`src/rtl/data_path.sv`:
```
// data_path: 16x16 register file, 256x16 data memory, 8-function ALU and write-back mux.
// All sequencing (addresses, enables, ALU select) comes from the external controller.
module data_path #(
   localparam int unsigned DW   = 16,
   localparam int unsigned MAW  = 8,
   localparam int unsigned RAW  = 4,
   localparam int unsigned SW   = 3,
   localparam int unsigned NREG = 1 << RAW,
   localparam int unsigned NMEM = 1 << MAW
) (
   input  logic           Clock,
   input  logic           n_rst,
   input  logic [MAW-1:0] D_Addr,
   input  logic           D_Wr,
   input  logic           RF_s,
   input  logic [RAW-1:0] RF_W_Addr,
   input  logic           RF_W_en,
   input  logic [RAW-1:0] RF_Ra_Addr,
   input  logic [RAW-1:0] RF_Rb_Addr,
   input  logic [SW-1:0]  ALU_s0,
   output logic [DW-1:0]  ALU_inA,
   output logic [DW-1:0]  ALU_inB,
   output logic [DW-1:0]  ALU_out,
   output logic           zero_flag
);

   localparam logic [SW-1:0] OP_ZERO = 3'b000;
   localparam logic [SW-1:0] OP_ADD  = 3'b001;
   localparam logic [SW-1:0] OP_SUB  = 3'b010;
   localparam logic [SW-1:0] OP_PASS = 3'b011;
   localparam logic [SW-1:0] OP_XOR  = 3'b100;
   localparam logic [SW-1:0] OP_OR   = 3'b101;
   localparam logic [SW-1:0] OP_AND  = 3'b110;
   localparam logic [SW-1:0] OP_INC  = 3'b111;

   logic [DW-1:0] rf_q  [NREG];
   logic [DW-1:0] mem_q [NMEM];
   logic [DW-1:0] dout_q;
   logic [DW-1:0] wb_d;
   logic [DW-1:0] alu_c;

   // Combinational read ports; reset clears the array so both read 0 during reset
   assign ALU_inA = rf_q[RF_Ra_Addr];
   assign ALU_inB = rf_q[RF_Rb_Addr];

   always_comb begin
      alu_c = '0;
      case (ALU_s0)
         OP_ZERO: alu_c = '0;
         OP_ADD:  alu_c = ALU_inA + ALU_inB;
         OP_SUB:  alu_c = ALU_inA - ALU_inB;
         OP_PASS: alu_c = ALU_inA;
         OP_XOR:  alu_c = ALU_inA ^ ALU_inB;
         OP_OR:   alu_c = ALU_inA | ALU_inB;
         OP_AND:  alu_c = ALU_inA & ALU_inB;
         OP_INC:  alu_c = ALU_inA + DW'(1);
         default: alu_c = '0;
      endcase
   end

   assign ALU_out   = alu_c;
   assign zero_flag = (alu_c == '0);

   // Write-back source: ALU result or the registered memory read
   assign wb_d = RF_s ? alu_c : dout_q;

   // Data array has no reset so its contents survive n_rst; stores are blocked during reset
   always_ff @(posedge Clock) begin
      if (n_rst && D_Wr) begin
         mem_q[D_Addr] <= ALU_inA;
      end
   end

   // Registered read returns pre-write contents on a same-address store
   always_ff @(posedge Clock or negedge n_rst) begin
      if (!n_rst) begin
         dout_q <= '0;
      end else begin
         dout_q <= mem_q[D_Addr];
      end
   end

   always_ff @(posedge Clock or negedge n_rst) begin
      if (!n_rst) begin
         for (int unsigned i = 0; i < NREG; i++) begin
            rf_q[i] <= '0;
         end
      end else if (RF_W_en) begin
         rf_q[RF_W_Addr] <= wb_d;
      end
   end

endmodule

```
`config.mk`:
```
export PLATFORM = sky130hd
export DESIGN_NAME = data_path
export DESIGN_NICKNAME = d
export VERILOG_FILES = /design/src/rtl/data_path.sv
export SDC_FILE = /design/constraint.sdc
export NUM_CORES = 2
export LEC_CHECK = 0
export ABC_AREA = 1
export CAP_MARGIN = 10
export CORE_MARGIN = 5
export CORE_UTILIZATION = 50
export DETAILED_ROUTE_END_ITERATION = 16
export PLACE_DENSITY = 0.65
export SETUP_SLACK_MARGIN = 0.2
export SLEW_MARGIN = 20
export SYNTH_ARGS = -nofsm -noshare
export SYNTH_HDL_FRONTEND = slang
export SYNTH_SLANG_ARGS = --single-unit
```
`constraint.sdc`:
```
create_clock -name Clock -period 16.7 [get_ports Clock]
set_input_delay 3.34 -clock Clock [delete_from_list [all_inputs] [get_ports Clock]]
set_output_delay 3.34 -clock Clock [all_outputs]
set_load 0.02 [all_outputs]
```
==> results.yml <==
power_and_ir_drop:
  ir_drop_uv: 94.3
  switching_share_pct: 24.4
  total_leakage_power_uw: 0.0610
  power_frac_seq_pct: 52.0
  power_uw: 24200
  pwr-share-comb_pct: 8.9
  netSwitchingPower_uw: 5920
  internal-power_uw: 18300
  powerDensity_mw_per_mm2: 128
  clkPwrFrac_pct: 39.1
cells_and_area:
  drive_gt1_share_pct: 10.9
  multi_input_area_sq_mm: 0.0344
  area_delta_synth_final_pct: 12.8
  register_area_sq_mm: 0.130
  fill_cells: 25500
  nets: 11400
clock_network:
  cts_tree: "built"
  clk_pin_slew_ns: 0.05
  clock_path_buffers: 4
  root_buffer: "clkbuf_16"
  cts_resized: 0
  ctsHtreeMaxLevel: 5
  post-cts-setup-buffer-count: 0
  clock_sinks: 4368
  clock_latency_ns: 1.00
  cts-hold-fix-buffers: 0
  cts_buffers: 432
logic_synthesis:
  synth_area_leader_cell: "edfxtp_1"
  synth_most_common_cell: "edfxtp_1"
  synthCells: 11200
  yosysSeqAreaShare_pct: 77.4
  syn-num-nets: 11300
  synth_top_area_share_pct: 73.3
  syn_area_sq_mm: 0.168
  synth-edff-count: 4096
  ys_async_sr_fraction_pct: 6.23
  syn_avg_cell_area_sq_um: 15.0
  synth.distinct_cells: 56
  synth.ff_latch_count: 4368
  ys_top_cells_by_area: "edfxtp_1 (73%), a22oi_1 (9.2%), dfrtp_1 (4.1%), a21oi_1 (3.1%), nand2_1 (2.1%)"
  synth_warnings: 0
  synth_flop_cell: "edfxtp_1"
  yosys-top-cells-count: "edfxtp_1 (4096), a22oi_1 (2056), a21oi_1 (1036)"
sta:
  timing.fmax_ghz: 0.0781
  relSlewSlack_pct: 14.8
  rsz0062_at_grt: "no"
  maxSlewViolCount: 0
  worst-slew-pin-transition_ns: 1.27
  hold_viol_final: 0
  hold_ws_ns: 0.485
  finalSetupViolCount: 0
  finClkSkew_ns: 0.0918
  fin_crit_sh_pct: 76.7
  fin_crit_ns: 12.81
  final.setup.tns_ns: 0
grt:
  grt.met2_usage_pct: 44.6
  met1_usage_pct: 40.2
  grt_max_degree: 209
  grt_pass1_wl_microns: 735000
  grt_usage_pct: 28.9
  busiest_layer: "met2"
  use_met3_pct: 6.42
  grt_overflow_total: 0
  grt_pass1_vias: 101000
  antenna_found_initial: 28
drt:
  dr.pass1.iters: 7
  route.vias.total: 106000
  wire_per_inst_microns: 32.1
  antenna_left: 0
  routed_wl_microns: 517000
  drc: 0
  viasPerCell: 6.57
  drtIter0Drc: 15200
critical_path:
  path_depth: 29
  cp_top_family: "buffers and inverters"
  crit_type: "primary input to output pin"
  worst_setup_path_end_kind: "output pin"
  critPathMaxFanout: 52
  critPathArrivalTime_ns: 9.47
  cpPeakStageDelay_ns: 0.61
  cp_num_buf_inv: 7
  startpoint_type: "primary input"
  worstRegToRegCells: 23
  crit_slowest_cell: "clkdlybuf4s50_1"
  critPathRequiredTime_ns: 13.36
placement:
  place_congestion: 0.907
  port-buffer-count: 76
  hpwl_microns: 297000
floorplan:
  pin_count: 77
  die_h_microns: 589
  die_w_microns: 589
  placementRows: 212
  die_area_sq_mm: 0.347
  start_util_pct: 50.2
  coreArea_sq_mm: 0.334
status:
  outcome: "completed"
flow_run:
  timing.max_cap.violations: 0
min_path:
  hold_path_depth: 2
  hp-class: "register to register"
==> path summary, 6_finish.rpt <==
path,start,to,slack [ns]
setup reg to reg,rf_q[80]$_DFFE_PN0P_,rf_q[250]$_DFFE_PN0P_,11.62
hold reg to reg,rf_q[87]$_DFFE_PN0P_,rf_q[87]$_DFFE_PN0P_,0.48
hold / removal,rf_q[87]$_DFFE_PN0P_,rf_q[87]$_DFFE_PN0P_,0.48
min in group asynchronous,n_rst,dout_q[12]$_DFF_PN0_,2.35
setup / recovery,RF_Rb_Addr[1],zero_flag,3.89
max in group asynchronous,n_rst,rf_q[138]$_DFFE_PN0P_,12.93
==> per-layer routing <==
metal	up-vias	share of wire [%]
li1	44500	-
met1	53500	38
met5	-	0.011
met3	1108	12
met2	6772	46
met4	8	4.7
==> final cells by class <==
type	instances	share of cell area, %
well taps	4387	2.90
clock buffers	524	5.96
flip-flops and latches	4368	68.6
diodes	10	0.0132
clock inverters	269	1.34
inverters	317	0.697
repair buffers	523	2.31
multi-input cells	5713	18.2
==> cell families after synthesis <==
family          after synthesis  synth area share (%)
flops                      4368                  77.4
compound gates             3784                  14.8
simple gates               1873                  4.77
buf+inv                    1123                  2.66
fa+ha+maj                    49                 0.370
xor+xnor                      5                0.0261
mux                           2                0.0119
==> worst register-to-register path, cell delays in order, from the launching register on <==
cell      delay (ns)
dfrtp_1         0.38
inv_1           0.09
o21ai_0         0.14
o21ai_0         0.11
o221ai_1        0.16
nand2_1         0.20
inv_8           0.40
ha_1            0.32
inv_1           0.07
fa_1            0.44
inv_1           0.08
nand3_1         0.06
nand2_1         0.10
nand2_1         0.07
nand2_1         0.06
a21oi_1         0.11
o21a_1          0.22
o21ai_1         0.23
xor2_1          0.20
nor2_1          0.06
nor2_1          0.24
nand2_1         0.23
o21ai_1         0.66
o21ai_0         0.22
==> power by group through the flow <==
stage               registers [uW]  clock network (uW)  logic (uW)
floorplan                    12900                   0        1160
global placement             12800                   0        2080
detailed placement           12800                   0        2120
CTS                          12600                9570        2130
global route                 12600               10000        2310
finish                       12600                9480        2160
==> sequential cells by signal (all words and copies together), names as in the netlist <==
name	count
dout_q	16
rf_q	256
mem_q	4096
==> layout by cell type, fill, tap and decap left out, types with 48 or more instances in the layout <==
| cell type | count |
|---|---|
| nand2_1 | 938 |
| a21oi_1 | 1036 |
| nor4_1 | 136 |
| clkinv_1 | 133 |
| buf_4 | 425 |
| nor2_2 | 77 |
| inv_1 | 281 |
| nor2_1 | 283 |
| clkdlybuf4s50_1 | 66 |
| ha_1 | 48 |
| a22oi_1 | 2056 |
| edfxtp_1 | 4096 |
| clkinv_2 | 65 |
| clkbuf_16 | 434 |
| o21ai_0 | 413 |
| dfrtp_1 | 272 |
| clkbuf_1 | 83 |
| o211ai_1 | 70 |
| nand3_1 | 258 |
==> stage by stage <==
stage	setup WS [ns]	std cells	util (%)	area [sq um]
global route	3.53	16100	56.6	189000
floorplan	3.06	11200	-	168000
CTS	4.00	16100	56.6	189000
detailed placement	3.98	15300	52.5	175000
global placement	4.01	15300	52.4	175000
finish	3.89	16100	56.6	189000
(Power assumes the default switching activity.)
